<file path="src/rtl/uart_rx_core.sv">
// uart_rx_core: 8N1 UART receiver with oversampled mid-bit sampling and a one-entry valid/ready holding register
module uart_rx_core #(
    parameter int CLK_HZ     = 50000000,
    parameter int BAUD       = 115200,
    parameter int OVERSAMPLE = 16
) (
    input  logic       clk_i,
    input  logic       rst_i,
    input  logic       rx_i,
    output logic [7:0] data_o,
    output logic       valid_o,
    input  logic       ready_i,
    output logic       busy_o,
    output logic       frame_err_o,
    output logic       overrun_o
);
    localparam int RAW = CLK_HZ / (BAUD * OVERSAMPLE);
    localparam int DIV = RAW < 1 ? 1 : RAW;
    localparam int CW  = DIV > 1 ? $clog2(DIV) : 1;
    localparam int SW  = $clog2(OVERSAMPLE);

    typedef enum logic [2:0] {IDLE, START, DATA, STOP, BRK} state_t;

    state_t        state, state_nxt;
    logic [1:0]    sync;
    logic          rx_s;
    logic [CW-1:0] cnt;
    logic [SW-1:0] sc;
    logic [2:0]    bit_idx;
    logic [7:0]    shift;
    logic          tick, half, full, stop_smp, done;

    assign rx_s     = sync[1];
    assign tick     = cnt == CW'(DIV - 1);
    assign half     = tick && sc == SW'(OVERSAMPLE / 2 - 1);
    assign full     = tick && sc == SW'(OVERSAMPLE - 1);
    assign stop_smp = state == STOP && full;
    assign done     = stop_smp && rx_s;

    always_ff @(posedge clk_i) begin
        if (!rst_i) state <= IDLE;
        else        state <= state_nxt;
    end

    always_comb begin
        state_nxt = state;
        case (state)
            IDLE:    state_nxt = rx_s ? IDLE : START;
            START:   state_nxt = half ? (rx_s ? IDLE : DATA) : START;
            DATA:    state_nxt = (full && bit_idx == 3'd7) ? STOP : DATA;
            STOP:    state_nxt = full ? (rx_s ? IDLE : BRK) : STOP;
            BRK:     state_nxt = rx_s ? IDLE : BRK;
            default: state_nxt = IDLE;
        endcase
    end

    always_comb begin
        busy_o = state != IDLE;
    end

    // Divider and tick count are held at zero in IDLE so sampling phase is anchored to the start edge
    always_ff @(posedge clk_i) begin
        if (!rst_i) begin
            sync    <= 2'b11;
            cnt     <= '0;
            sc      <= '0;
            bit_idx <= '0;
            shift   <= '0;
        end else begin
            sync    <= {sync[0], rx_i};
            cnt     <= (state == IDLE || tick) ? '0 : cnt + 1'b1;
            sc      <= (state == IDLE || (state == START && half) || full) ? '0 : tick ? sc + 1'b1 : sc;
            bit_idx <= state != DATA ? '0 : full ? bit_idx + 1'b1 : bit_idx;
            if (state == DATA && full) shift <= {rx_s, shift[7:1]};
        end
    end

    always_ff @(posedge clk_i) begin
        if (!rst_i) begin
            data_o      <= '0;
            valid_o     <= 1'b0;
            frame_err_o <= 1'b0;
            overrun_o   <= 1'b0;
        end else begin
            frame_err_o <= stop_smp && !rx_s;
            overrun_o   <= done && valid_o && !ready_i;
            if (done && (!valid_o || ready_i)) begin
                data_o  <= shift;
                valid_o <= 1'b1;
            end else if (valid_o && ready_i) begin
                valid_o <= 1'b0;
            end
        end
    end
endmodule

</file>
<file path="config.mk">
export PLATFORM = sky130hd
export DESIGN_NAME = uart_rx_core
export DESIGN_NICKNAME = d
export VERILOG_FILES = /design/src/rtl/uart_rx_core.sv
export SDC_FILE = /design/constraint.sdc
export NUM_CORES = 1
export LEC_CHECK = 0
export ABC_AREA = 1
export CORE_MARGIN = 2
export CORE_UTILIZATION = 50
export DETAILED_ROUTE_END_ITERATION = 10
export GPL_ROUTABILITY_DRIVEN = 0
export PLACE_DENSITY = 0.69
export SKIP_CTS_REPAIR_TIMING = 1
export SYNTH_ARGS = -nofsm -noshare
export SYNTH_HDL_FRONTEND = slang
export SYNTH_SLANG_ARGS = --single-unit
export TNS_END_PERCENT = 100
</file>
<file path="constraint.sdc">
create_clock -name clk_i -period 2 [get_ports clk_i]
set_clock_uncertainty 0.15 [all_clocks]
set_input_delay 0.2 -clock clk_i [delete_from_list [all_inputs] [get_ports clk_i]]
set_output_delay 0.2 -clock clk_i [all_outputs]
set_load 0.1 [all_outputs]
</file>
==> impl_results.rst, run 1 <==
.. list-table::
   :header-rows: 1

   * - Metric
     - Value
   * - Cell type contributing the most total cell area after synthesis
     - sky130_fd_sc_hd__dfxtp_1
   * - Final Hold Fails
     - 0
   * - Hold depth
     - 1
   * - Maximum single-stage delay on the critical path
     - about 0.38 ns
   * - CP Data Arrival Time
     - 1.77 ns
   * - Placed cell count
     - about 240
   * - Placed cell areas
     - approximately 0.0017 mm^2
   * - Worst reg2reg path endpoint
     - data_o[3]$_SDFFE_PN0P_
   * - Maximum clock path buffer count
     - 2
   * - Max H-tree Level
     - 2
   * - Final #Nets
     - between 200 and 250
   * - Skew-Pair Late Insertion Delay
     - about 0.32 ns
   * - Max Cap Violations
     - 0
   * - Gate count after technology mapping
     - roughly 190
   * - Slowest stage cell on the critical path
     - sky130_fd_sc_hd__dfxtp_1
   * - Most area-consuming cells after synthesis
     - sky130_fd_sc_hd__dfxtp_1 46%, sky130_fd_sc_hd__nor2_1 8.9%, sky130_fd_sc_hd__nand2_1 5.8%
   * - Initial antenna violation count
     - 0
   * - Tightest Hold Check Type
     - flop to flop
   * - Effective utilization at floorplan
     - a little over half
   * - Total Routing Usage GR
     - 17.0%
   * - Post-synthesis simple-gate area fraction
     - 30.2%
   * - Clock-pin slew on the worst setup and hold paths
     - around 0.10 ns
   * - Via count normalized by instance count
     - approximately 4.9
   * - Mean area per synthesized cell
     - 8.19 um^2
   * - Estimated wirelength of the detail-placed design
     - 2080 um
   * - Startpoint of the worst-slack reg-to-reg timing path
     - sc[0]$_SDFFE_PP0N_
   * - Number of violations reported at the end of detailed-routing iteration 0
     - 70
   * - Synth Cell Area
     - between 0.0015 and 0.002 mm^2
   * - DRT met1 WL
     - about 1400 um
   * - Most prevalent standard cell on the critical path
     - sky130_fd_sc_hd__nand3_1
   * - Metal2 WL
     - approximately 1100 um
   * - Mux contribution to synthesized area
     - 0%
   * - Setup violation total in the final timing report
     - 0
   * - Worst setup path startpoint
     - sc[0]$_SDFFE_PP0N_
   * - Die height
     - between 50 and 60 um
   * - Number of standard cells in the layout, taps in and fillers out
     - ~250
   * - Number of max-slew violations in the final report
     - 0
   * - Routed wire length
     - 2680 um
   * - Synthesis-to-finish area growth
     - 12.6%
   * - Required @ worst endpoint
     - between 2 and 2.5 ns
   * - Hold path start
     - sync[0]$_SDFF_PN1_
   * - LEAKAGE
     - 0.771 nW
   * - Antenna Nets Post-Route
     - 0
   * - Hold endpoint
     - sync[1]$_SDFF_PN1_
   * - Uppermost routed layer
     - met4
   * - Syn nets
     - 200
   * - Commonest cells after routing, fill and taps aside
     - 37 x sky130_fd_sc_hd__nor2_1, 36 x sky130_fd_sc_hd__dfxtp_1, 24 x sky130_fd_sc_hd__nand2_1
   * - Maximum number of pins on one net before global-route repair
     - 19
   * - Startpoint type of the worst setup path
     - flop
   * - CTS Buf Count
     - 5
   * - Outcome
     - finished clean
   * - Count of buffering cells on the critical path with inverters included
     - 1
   * - Total Negative Setup Slacks
     - 0 ns
   * - Sort of element at the end of the critical path
     - flop
   * - Tmin final
     - around 1.7 ns
   * - Clock Tree Root
     - sky130_fd_sc_hd__clkbuf_4
   * - Number of top-level pins
     - 16
   * - Top Family by Delay on Critical Path
     - simple AND/OR/NAND/NOR gates
   * - Die X-Extent
     - ~60 um
   * - Number of diodes
     - 0
   * - Setup repair after global routing missed its margin
     - no
   * - Total number of yosys warnings
     - 0
   * - Most used flip-flop cell after synthesis
     - sky130_fd_sc_hd__dfxtp_1
   * - Max Fanout on Critical Path
     - 8
   * - Synth Register Bits
     - 36
   * - Power per cell area
     - 656 mW/mm^2
   * - Number of placement rows
     - 20
   * - Count of different cell masters after synthesis
     - 30
   * - Remaining global-route overflow
     - 0
   * - Register Area
     - slightly above 700 um^2
   * - Leading cell type in the layout, fill and taps excluded
     - sky130_fd_sc_hd__nor2_1
   * - Complex-gate fraction of the synthesized area
     - 10.1%
   * - Cells along the critical path
     - ha_1 -> nand3_1 -> inv_1 -> nand3_2 -> nor2_4 -> nand3_1 -> nand2_1 -> nor2_1
   * - DRC violation count after routing
     - 0
   * - Seq/Total Area, Yosys
     - between 40% and 50%
   * - First-pass iteration count of the detailed router
     - 4
   * - Share of the synthesized area in the top cell type
     - 46.1%
   * - Adder-cell area share of the yosys netlist
     - under 10%
   * - IR Drop Worst-Case VDD
     - between 0.4 and 0.5 mV
   * - Number of filler cells placed in the layout
     - around 290
   * - Metal3 WL
     - ~130 um
   * - Share of synthesized registers carrying an async set or reset
     - 0%
   * - Worst R2R Setup Slack
     - 0.32 ns
   * - Footprint of the multi-input gates
     - 718 um^2
   * - Total core area
     - 0.00300 mm^2
   * - Classification of the worst setup path
     - flop to flop
   * - Dominant combinational cell family by area after synthesis
     - simple AND/OR/NAND/NOR gates
   * - Final design utilization
     - 58.7%
   * - Max Clock Freq
     - 0.594 GHz
   * - Post-route fraction of the period consumed by the critical path
     - between 80 and 90%
   * - Final Instance Area
     - roughly 0.0018 mm^2
   * - Synth Area in XOR/XNOR
     - 1.68%
   * - TritonCTS clock tree
     - built
   * - Wire length of the first global-routing pass
     - around 4600 um
   * - Tightest Pin Transition
     - approximately 0.28 ns
   * - Number of enable flip-flop cells after synthesis
     - 0
   * - CP Depth
     - 8
   * - Mean routed wirelength per cell
     - ~11 um
   * - Via Count
     - about 1,200
   * - Proportion of layout cells with a drive suffix above 1
     - between 15 and 20%
   * - R2R cell count
     - 8
   * - Via count of the first global-routing pass
     - 1,098
   * - CTS sink count
     - 36
   * - Die Footprint
     - about 0.0036 mm^2
   * - Count of input and output buffers
     - 15
   * - Max-slew headroom
     - approximately four fifths
final cells by class:
class | count | area share, %
sequential | 36 | 40.9
multi-input combinational | 130 | 40.8
timing repair buffer | 16 | 7.95
inverter | 22 | 4.69
clock buffer | 8 | 3.34
tap | 33 | 2.34
registers in the layout (all words and copies together), names as in the netlist:
register,count
data_o,8
cnt,5
sync,2
overrun_o,1
frame_err_o,1
bit_idx,3
valid_o,1
state,3
sc,4
shift,8
stage by stage:
step | power, mW | setup WS (ns) | hold WS [ns]
after floorplan | 0.773 | 0.0655 | 0.157
after global placement | 0.787 | 0.376 | 0.246
final | 1.16 | 0.315 | 0.279
after CTS | 1.18 | 0.319 | 0.270
after detailed placement | 0.788 | 0.336 | 0.260
after global routing | 1.21 | 0.160 | 0.283
where the power goes:
group	switching, mW	internal [mW]	leakage (nW)
combinational	0.0304	0.0183	0.447
clock	0.211	0.173	0.0326
sequential	0.00271	0.720	0.290
total	0.244	0.912	0.771
routing by layer:
metal	GRT usage, %	vias up
met2	23.4	24
li1	-	655
met1	24.0	526
met4	6.67	0
met5	0	-
met3	6.06	5
worst max-delay path by stage:
stage	to	slack, ns
finish	data_o[3]$_SDFFE_PN0P_	0.32
global route	data_o[5]$_SDFFE_PN0P_	0.16
CTS	data_o[3]$_SDFFE_PN0P_	0.32
detailed placement	data_o[5]$_SDFFE_PN0P_	0.34
global placement	data_o[3]$_SDFFE_PN0P_	0.38
floorplan	data_o[0]$_SDFFE_PN0P_	0.07
Yosys cell counts (2+ instances only):
master	n
sky130_fd_sc_hd__xor2_1	3
sky130_fd_sc_hd__buf_6	2
sky130_fd_sc_hd__a21oi_2	2
sky130_fd_sc_hd__o21ai_2	2
sky130_fd_sc_hd__nand2_1	24
sky130_fd_sc_hd__nand4_1	2
sky130_fd_sc_hd__dfxtp_1	36
sky130_fd_sc_hd__o21ai_0	8
sky130_fd_sc_hd__nand2_2	2
sky130_fd_sc_hd__nor2_4	2
sky130_fd_sc_hd__nor3_1	4
sky130_fd_sc_hd__nand3_1	14
sky130_fd_sc_hd__ha_1	5
sky130_fd_sc_hd__inv_1	20
sky130_fd_sc_hd__a21oi_1	11
sky130_fd_sc_hd__or2_2	3
sky130_fd_sc_hd__nor2_1	37
sky130_fd_sc_hd__nor2_8	2
cell families (layout without fill, tap and decap cells):
logic type	after synthesis	count (layout)
and+or+nand+nor	95	95
DFF	36	36
AOI/OAI and AO/OA	27	27
buffers and inverters	25	46
adders and majority gates	5	5
xor gates and xnor gates	3	3
Note: power is estimated with default switching activity, not from simulation.
==> run 2, diff against run 1 <==
--- a/config.mk
+++ b/config.mk
@@ -7,10 +7,10 @@
 export LEC_CHECK = 0
 export ABC_AREA = 1
 export CORE_MARGIN = 2
-export CORE_UTILIZATION = 50
+export CORE_UTILIZATION = 49
 export DETAILED_ROUTE_END_ITERATION = 10
 export GPL_ROUTABILITY_DRIVEN = 0
-export PLACE_DENSITY = 0.69
+export PLACE_DENSITY = 0.7
 export SKIP_CTS_REPAIR_TIMING = 1
 export SYNTH_ARGS = -nofsm -noshare
 export SYNTH_HDL_FRONTEND = slang
==> constraint.sdc (replaced) <==
create_clock -name clk_i -period 1.43 [get_ports clk_i]
set_clock_uncertainty 0.15 [all_clocks]
set_input_delay 0.143 -clock clk_i [delete_from_list [all_inputs] [get_ports clk_i]]
set_output_delay 0.143 -clock clk_i [all_outputs]
set_load 0.1 [all_outputs]
==> run 2 against run 1 <==
Compared with the run above: the flow now finishes with violations (setup timing); register-to-register slack got worse by 0.40 ns; combinational power rose by 62%; first-iteration DRC count fell by 34%; via count rose by 12%; critical endpoint is now shift[6]$_SDFFE_PN0P_; die area rose by 1.9%; non-clock buffer count rose by 20; largest cell class is now multi-input combinational cells; clock power rose by 84%; worst setup slack got worse by 0.40 ns; sequential power rose by 40%; largest power group unchanged; count of clock-buffer cells in the layout fell by 2.
==> impl_results.rst, run 2 (synthesis gave the netlist of run 1 again) <==
.. list-table::
   :header-rows: 1

   * - Metric
     - Value
   * - Startpoint type of the worst setup path
     - flop
   * - Classification of the worst setup path
     - flop to flop
   * - Placed cell count
     - 262 (+11%)
   * - CP Data Arrival Time
     - 1.65 ns (-0.12 ns)
   * - Pre-CTS worst setup slack
     - -0.120 ns (-0.456 ns)
   * - Synthesis-to-finish area growth
     - 43.3%
   * - IR Drop Worst-Case VDD
     - 0.922 mV (+98%)
   * - Tightest Hold Check Type
     - input port to flop
   * - Power per cell area
     - 801 mW/mm^2 (+22%)
   * - CTS sink count
     - 36 (unchanged)
   * - Post-route fraction of the period consumed by the critical path
     - 106% (+22 points)
   * - Number of filler cells placed in the layout
     - 243 (-15%)
   * - Remaining global-route overflow
     - 0 (unchanged)
   * - Number of top-level pins
     - 16 (unchanged)
   * - Antenna Nets Post-Route
     - 0 (unchanged)
   * - Skew-Pair Late Insertion Delay
     - 0.35 ns (+0.03 ns)
   * - Outcome
     - finished, violations left
   * - Number of standard cells in the layout, taps in and fillers out
     - 276 (+13%)
   * - First-pass iteration count of the detailed router
     - 4 (unchanged)
   * - Setup violation total in the final timing report
     - 22 (+22)
   * - Effective utilization at floorplan
     - 51.2% (-0.85 points)
   * - Number of diodes
     - 0 (unchanged)
   * - Register Area
     - 734 um^2 (+1.9%)
   * - Estimated wirelength of the detail-placed design
     - 2410 um (+16%)
   * - Via count of the first global-routing pass
     - 1,287 (+17%)
   * - Final #Nets
     - 240 (+9.1%)
   * - Clock-pin slew on the worst setup and hold paths
     - 0.11 ns (about the same)
   * - Total core area
     - 0.00305 mm^2 (+1.7%)
   * - Number of violations reported at the end of detailed-routing iteration 0
     - 46 (-34%)
   * - Via count normalized by instance count
     - 4.92 (-0.45%)
   * - Violations in the final reports
     - setup timing
   * - TritonCTS clock tree
     - built
   * - Max-slew headroom
     - 81.7% (+0.61 points)
   * - Tightest Pin Transition
     - 0.274 ns (-0.00797 ns)
   * - Maximum number of pins on one net before global-route repair
     - 18 (-1)
   * - Required @ worst endpoint
     - 1.57 ns (-0.51 ns)
   * - Worst Setup Slack, final
     - -0.0826 ns (-0.398 ns)
   * - Wire length of the first global-routing pass
     - 5370 um (+17%)
   * - Number of placement rows
     - 20 (unchanged)
   * - Routed wire length
     - 3360 um (+26%)
   * - Sort of element at the end of the critical path
     - flop
   * - Max Cap Violations
     - 0 (unchanged)
   * - CTS Buf Count
     - 5 (unchanged)
   * - Max Clock Freq
     - 0.661 GHz (+11%)
   * - Max Fanout on Critical Path
     - 10 (+2)
   * - Setup repair after global routing missed its margin
     - yes
   * - Leading cell type in the layout, fill and taps excluded
     - sky130_fd_sc_hd__nor2_1
   * - Total Routing Usage GR
     - 20.0% (+3.0 points)
   * - Number of max-slew violations in the final report
     - 0 (unchanged)
   * - Tmin final
     - 1.51 ns (-0.172 ns)
   * - Final design utilization
     - 73.4% (+15 points)
   * - Mean routed wirelength per cell
     - 12.2 um (+11%)
   * - Final Hold Fails
     - 0 (unchanged)
   * - Via Count
     - 1,357 (+12%)
   * - DRC violation count after routing
     - 0 (unchanged)
   * - Die X-Extent
     - 60.5 um (+0.94%)
   * - Max H-tree Level
     - 2 (unchanged)
   * - Die Footprint
     - 0.00366 mm^2 (+1.9%)
   * - Commonest cells after routing, fill and taps aside
     - 32 x sky130_fd_sc_hd__nor2_1, 29 x sky130_fd_sc_hd__dfxtp_1, 22 x sky130_fd_sc_hd__nand2_1
   * - Footprint of the multi-input gates
     - 850 um^2 (+18%)
   * - Count of input and output buffers
     - 15 (unchanged)
   * - LEAKAGE
     - 0.948 nW (+23%)
   * - Clock Tree Root
     - sky130_fd_sc_hd__clkbuf_4
   * - Initial antenna violation count
     - 0 (unchanged)
   * - Maximum clock path buffer count
     - 2 (unchanged)
   * - Proportion of layout cells with a drive suffix above 1
     - 37.5% (+20 points)
   * - Die height
     - 60.5 um (+0.94%)
   * - Regs by FF count
     - data_o: 8 flops, shift: 8 flops, cnt: 5 flops
-- run 2: cell count changes in the layout (fill, tap and decap cells not counted), moves of 3 or more --
cell and change:
sky130_fd_sc_hd__buf_12 +11, sky130_fd_sc_hd__dfxtp_1 -7, sky130_fd_sc_hd__buf_4 +6, sky130_fd_sc_hd__dfxtp_2 +5, sky130_fd_sc_hd__nor2_1 -5, sky130_fd_sc_hd__nand3_1 -4, sky130_fd_sc_hd__nor2_2 +4, sky130_fd_sc_hd__buf_6 +3
sky130_fd_sc_hd__ha_1 -3, sky130_fd_sc_hd__ha_4 +3, sky130_fd_sc_hd__inv_1 -3
-- run 2: per-stage QoR --
stage               hold slack, ns  total power, mW  area [um^2]  setup TNS, ns
finish                       0.203             1.80         2240         -0.855
detailed placement           0.261             1.11         2010          -1.38
CTS                          0.192             1.81         2090          -2.16
global route                 0.199             1.86         2240          -2.94
floorplan                   0.0996             1.08         1610              0
global placement             0.248             1.11         2010         -0.347
-- run 2: cell type report --
type / instances / area share [%]
Inverter: 22 / 3.85
Clock inverter: 2 / 1.56
Clock buffer: 6 / 1.84
Sequential cell: 36 / 32.8
Timing Repair Buffer: 36 / 19.6
Tap cell: 44 / 2.46
Multi-Input combinational cell: 130 / 37.9
-- run 2: power by group --
group / leakage [nW] / internal (mW) / switching, mW
combinational: 0.611 / 0.0315 / 0.0472
sequential: 0.295 / 1.00 / 0.00402
clock: 0.0422 / 0.366 / 0.343
-- run 2: worst paths after layout --
kind | startpoint | endpoint | slack, ns | cells after the start
setup / recovery | cnt[0]$_SDFF_PP0_ | shift[6]$_SDFFE_PN0P_ | -0.08 | 9
hold / removal | rx_i | sync[0]$_SDFF_PN1_ | 0.20 | 2
setup reg to reg | cnt[0]$_SDFF_PP0_ | shift[6]$_SDFFE_PN0P_ | -0.08 | 9
hold reg to reg | sync[0]$_SDFF_PN1_ | sync[1]$_SDFF_PN1_ | 0.28 | 1
-- run 2: critical path, stage by stage, from the launching register on --
cell and delay (ns):
sky130_fd_sc_hd__dfxtp_2 0.34, sky130_fd_sc_hd__inv_2 0.05, sky130_fd_sc_hd__ha_4 0.13, sky130_fd_sc_hd__nand2_4 0.06, sky130_fd_sc_hd__nor2_8 0.16, sky130_fd_sc_hd__nand2_4 0.10, sky130_fd_sc_hd__nor2_8 0.15, sky130_fd_sc_hd__buf_6 0.16
sky130_fd_sc_hd__o21ai_2 0.06, sky130_fd_sc_hd__a21oi_2 0.11
-- run 2: per-layer routing --
| layer | track usage, % | vias to the layer above | routed length (um) |
|---|---|---|---|
| met4 | 9.01 | 0 | 65 |
| met5 | 0 | - | 0 |
| li1 | - | 695 | - |
| met2 | 33.4 | 28 | 1730 |
| met1 | 23.4 | 626 | 1440 |
| met3 | 6.61 | 8 | 120 |
==> run 3, diff against run 2 <==
--- a/config.mk
+++ b/config.mk
@@ -5,7 +5,6 @@
 export SDC_FILE = /design/constraint.sdc
 export NUM_CORES = 1
 export LEC_CHECK = 0
-export ABC_AREA = 1
 export CORE_MARGIN = 2
 export CORE_UTILIZATION = 49
 export DETAILED_ROUTE_END_ITERATION = 10
==> run 3 against run 2 <==
Compared with the run above: the run still ends with setup timing left; synthesized area decreased by 3.7%; sequential share of layout area grew 1.0 points; non-clock buffer count increased by 5; register-to-register slack lost 0.097 ns; count of clock-buffer cells in the layout is 1 higher; die area decreased by 3.4%; first-iteration DRC count decreased by 61%; global-route usage is 0.72 points lower; sequential power is essentially flat; clock power decreased by 17%; hold slack improved by 0.015 ns.
==> impl_results.rst, run 3 <==
.. list-table::
   :header-rows: 1

   * - Metric
     - Value
   * - Outcome
     - finished, violations left
   * - Violations in the final reports
     - setup timing
   * - Via Count
     - 1,158 (-15%)
   * - CP Data Arrival Time
     - 1.32 ns (-0.33 ns)
   * - Seq/Total Area, Yosys
     - 47.8% (+1.8 points)
   * - Pre-CTS worst setup slack
     - -0.244 ns (-0.124 ns)
   * - Top Family by Delay on Critical Path
     - buffers and inverters
   * - Count of buffering cells on the critical path with inverters included
     - 3 (+1)
   * - Number of diodes
     - 0 (unchanged)
   * - Most area-consuming cells after synthesis
     - sky130_fd_sc_hd__dfxtp_1 48%, sky130_fd_sc_hd__mux2i_1 12%, sky130_fd_sc_hd__nor2b_1 7.1%
   * - LEAKAGE
     - 0.842 nW (-11%)
   * - Placed cell count
     - 214 (-18%)
   * - TritonCTS clock tree
     - built
   * - Post-route fraction of the period consumed by the critical path
     - 113% (+7.3 points)
   * - Worst Setup Slack, final
     - -0.187 ns (-0.105 ns)
   * - Setup violation total in the final timing report
     - 29 (+32%)
   * - Final Hold Fails
     - 0 (unchanged)
   * - Required @ worst endpoint
     - 1.14 ns (-0.43 ns)
   * - Hold_ws
     - 0.218 ns (+0.0153 ns)
   * - Synth Register Bits
     - 36 (unchanged)
   * - CTS sink count
     - 36 (unchanged)
   * - Via count of the first global-routing pass
     - 1,154 (-10%)
   * - Classification of the worst setup path
     - flop to output port
   * - Number of placement rows
     - 20 (unchanged)
   * - Count of input and output buffers
     - 15 (unchanged)
   * - First-pass iteration count of the detailed router
     - 4 (unchanged)
   * - Share of the synthesized area in the top cell type
     - 47.8% (+1.8 points)
   * - Synth Cell Area
     - 0.00151 mm^2 (-3.7%)
   * - Skew-Pair Late Insertion Delay
     - 0.33 ns (-0.02 ns)
   * - Register Area
     - 733 um^2 (-0.17%)
   * - Gate count after technology mapping
     - 149 (-22%)
   * - Hold path start
     - rx_i
   * - Syn nets
     - 158 (-21%)
   * - Mean routed wirelength per cell
     - 13.3 um (+8.7%)
   * - Mean area per synthesized cell
     - 10.1 um^2 (+23%)
   * - Tmin final
     - 1.62 ns (+0.105 ns)
   * - Antenna Nets Post-Route
     - 0 (unchanged)
   * - Most used flip-flop cell after synthesis
     - sky130_fd_sc_hd__dfxtp_1
   * - Leading cell type in the layout, fill and taps excluded
     - sky130_fd_sc_hd__dfxtp_1
   * - Worst R2R Setup Slack
     - -0.18 ns (-0.10 ns)
   * - Total Routing Usage GR
     - 19.3% (-0.72 points)
   * - Number of filler cells placed in the layout
     - 232 (-4.5%)
   * - Footprint of the multi-input gates
     - 842 um^2 (-0.88%)
   * - Tightest Hold Check Type
     - input port to flop
   * - Setup repair after global routing missed its margin
     - yes
   * - Max-slew headroom
     - 76.8% (-4.9 points)
   * - Startpoint of the worst-slack reg-to-reg timing path
     - sc[1]$_SDFFE_PP0N_
   * - Proportion of layout cells with a drive suffix above 1
     - 35.6% (-1.9 points)
   * - Estimated wirelength of the detail-placed design
     - 2270 um (-6.1%)
   * - Wire length of the first global-routing pass
     - 5060 um (-5.7%)
   * - Clock Tree Root
     - sky130_fd_sc_hd__clkbuf_4
   * - Commonest cells after routing, fill and taps aside
     - 30 x sky130_fd_sc_hd__dfxtp_1, 24 x sky130_fd_sc_hd__buf_4, 18 x sky130_fd_sc_hd__mux2i_1
   * - Hold endpoint
     - sync[0]$_SDFF_PN1_
   * - Die height
     - 59.4 um (-1.7%)
   * - Cell type contributing the most total cell area after synthesis
     - sky130_fd_sc_hd__dfxtp_1
   * - R2R cell count
     - 6 (-3)
   * - Regs by FF count
     - data_o: 8 flops, shift: 8 flops, cnt: 5 flops
   * - Effective utilization at floorplan
     - 50.6% (-0.64 points)
   * - Maximum number of pins on one net before global-route repair
     - 19 (+1)
   * - DRC violation count after routing
     - 0 (unchanged)
   * - CTS Buf Count
     - 5 (unchanged)
   * - Sort of element at the end of the critical path
     - output port
   * - Worst reg2reg path endpoint
     - shift[4]$_SDFFE_PN0P_
   * - Count of different cell masters after synthesis
     - 30 (unchanged)
   * - Cell with the most instances after synthesis
     - sky130_fd_sc_hd__dfxtp_1
   * - IR Drop Worst-Case VDD
     - 0.564 mV (-39%)
   * - Maximum single-stage delay on the critical path
     - 0.37 ns (+0.03 ns)
   * - Tightest Pin Transition
     - 0.348 ns (+0.0732 ns)
   * - Most frequent cells after synthesis
     - 36 x sky130_fd_sc_hd__dfxtp_1, 18 x sky130_fd_sc_hd__mux2i_1, 17 x sky130_fd_sc_hd__nor2b_1
   * - Via count normalized by instance count
     - 5.17 (+5.1%)
   * - Initial antenna violation count
     - 0 (unchanged)
   * - Number of max-slew violations in the final report
     - 0 (unchanged)
   * - Startpoint type of the worst setup path
     - flop
   * - Number of top-level pins
     - 16 (unchanged)
   * - Maximum clock path buffer count
     - 2 (unchanged)
   * - Synthesis-to-finish area growth
     - 44.0%
   * - Number of enable flip-flop cells after synthesis
     - 0 (unchanged)
   * - Number of violations reported at the end of detailed-routing iteration 0
     - 18 (-61%)
   * - Routed wire length
     - 2970 um (-12%)
   * - Number of standard cells in the layout, taps in and fillers out
     - 224 (-19%)
   * - Clock-pin slew on the worst setup and hold paths
     - 0.10 ns (about the same)
   * - Total Negative Setup Slacks
     - -3.91 ns (-3.05 ns)
   * - Power per cell area
     - 796 mW/mm^2 (-0.66%)
   * - Total core area
     - 0.00298 mm^2 (-2.5%)
   * - Final #Nets
     - 200 (-17%)
   * - Max H-tree Level
     - 2 (unchanged)
   * - Max Cap Violations
     - 0 (unchanged)
   * - Remaining global-route overflow
     - 0 (unchanged)
   * - Die Footprint
     - 0.00353 mm^2 (-3.4%)
   * - Hold depth
     - 2 (unchanged)
   * - Die X-Extent
     - 59.4 um (-1.7%)
   * - Cells along the critical path
     - buf_4 -> nor3_4 -> inv_2 -> buf_12
   * - Max Fanout on Critical Path
     - 9 (-1)
   * - Slowest stage cell on the critical path
     - sky130_fd_sc_hd__dfxtp_4
   * - Max Clock Freq
     - 0.618 GHz (-6.5%)
   * - Total number of yosys warnings
     - 0 (unchanged)
   * - Share of synthesized registers carrying an async set or reset
     - 0% (unchanged)
-- run 3: changes by cell type in the layout (fill, tap and decap cells not counted), moves of 5 or more --
cell and delta:
sky130_fd_sc_hd__nor2_1 -20, sky130_fd_sc_hd__mux2i_1 +18, sky130_fd_sc_hd__nor2b_1 +17, sky130_fd_sc_hd__inv_1 -15
sky130_fd_sc_hd__nand2_1 -15, sky130_fd_sc_hd__a21oi_1 -10, sky130_fd_sc_hd__buf_4 +6, sky130_fd_sc_hd__nand3_1 -6
sky130_fd_sc_hd__and3_1 +5, sky130_fd_sc_hd__o21ai_0 -5
-- run 3: kinds of logic (layout without fill, tap and decap cells) --
group / after synthesis / after routing / synth area share (%)
compound gates: 9 / 9 / 3.90
xor+xnor: 7 / 7 / 4.07
fa+ha+maj: 5 / 5 / 4.15
buf+inv: 10 / 52 / 2.57
flops: 36 / 36 / 47.8
mux: 18 / 18 / 12.0
simple gates: 64 / 64 / 25.5
-- run 3: report_power, final --
| part | leakage (nW) | switching [mW] | internal (mW) | total, mW |
|---|---|---|---|---|
| Combinational | 0.511 | 0.0681 | 0.0537 | 0.122 |
| Clock | 0.0374 | 0.310 | 0.279 | 0.589 |
| Sequential | 0.294 | 0.00672 | 1.01 | 1.02 |
-- run 3: cell type report --
type | instances | share of cell area, %
Inverter | 4 | 0.692
Sequential cell | 36 | 33.8
Tap cell | 33 | 1.90
Timing Repair Buffer | 41 | 21.8
Clock buffer | 7 | 3.00
Multi-Input combinational cell | 103 | 38.8
-- run 3: how the worst max path moves through the flow --
stage,cells after the start,endpoint,from,slack (ns)
after floorplan,6,data_o[0]$_SDFFE_PN0P_,cnt[0]$_SDFF_PP0_,-0.38
after global placement,6,data_o[1]$_SDFFE_PN0P_,ready_i,-0.22
after detailed placement,7,data_o[1]$_SDFFE_PN0P_,cnt[0]$_SDFF_PP0_,-0.24
after CTS,7,data_o[4]$_SDFFE_PN0P_,cnt[0]$_SDFF_PP0_,-0.25
after global routing,7,shift[4]$_SDFFE_PN0P_,cnt[0]$_SDFF_PP0_,-0.30
final,4,busy_o,state[0]$_SDFF_PN0_,-0.19
-- run 3: metal layers --
layer  routed length, um  global-route usage, %  share of wire, %  up-vias
met1                1270                   22.6                43      542
li1                    -                      -                 -      593
met3                 119                   6.77               4.0        4
met5                   0                      0                 0        -
met2                1540                   32.0                52       19
met4                  37                   7.47               1.2        0
-- run 3: metrics by stage --
stage / area [um^2] / total power, mW / util [%]
global placement: 2030 / 1.15 / 68.2
detailed placement: 2030 / 1.15 / 68.2
floorplan: 1570 / 1.11 / -
finish: 2170 / 1.73 / 72.9
CTS: 2100 / 1.74 / 70.4
global route: 2170 / 1.81 / 72.9
-- run 3: worst reg2reg max path, cell delays in order, from the launching register on --
cell,delay (ns)
sky130_fd_sc_hd__dfxtp_2,0.36
sky130_fd_sc_hd__ha_4,0.15
sky130_fd_sc_hd__nand3_4,0.13
sky130_fd_sc_hd__nor4_4,0.26
sky130_fd_sc_hd__buf_4,0.20
sky130_fd_sc_hd__mux2i_1,0.20
sky130_fd_sc_hd__nor2b_1,0.06
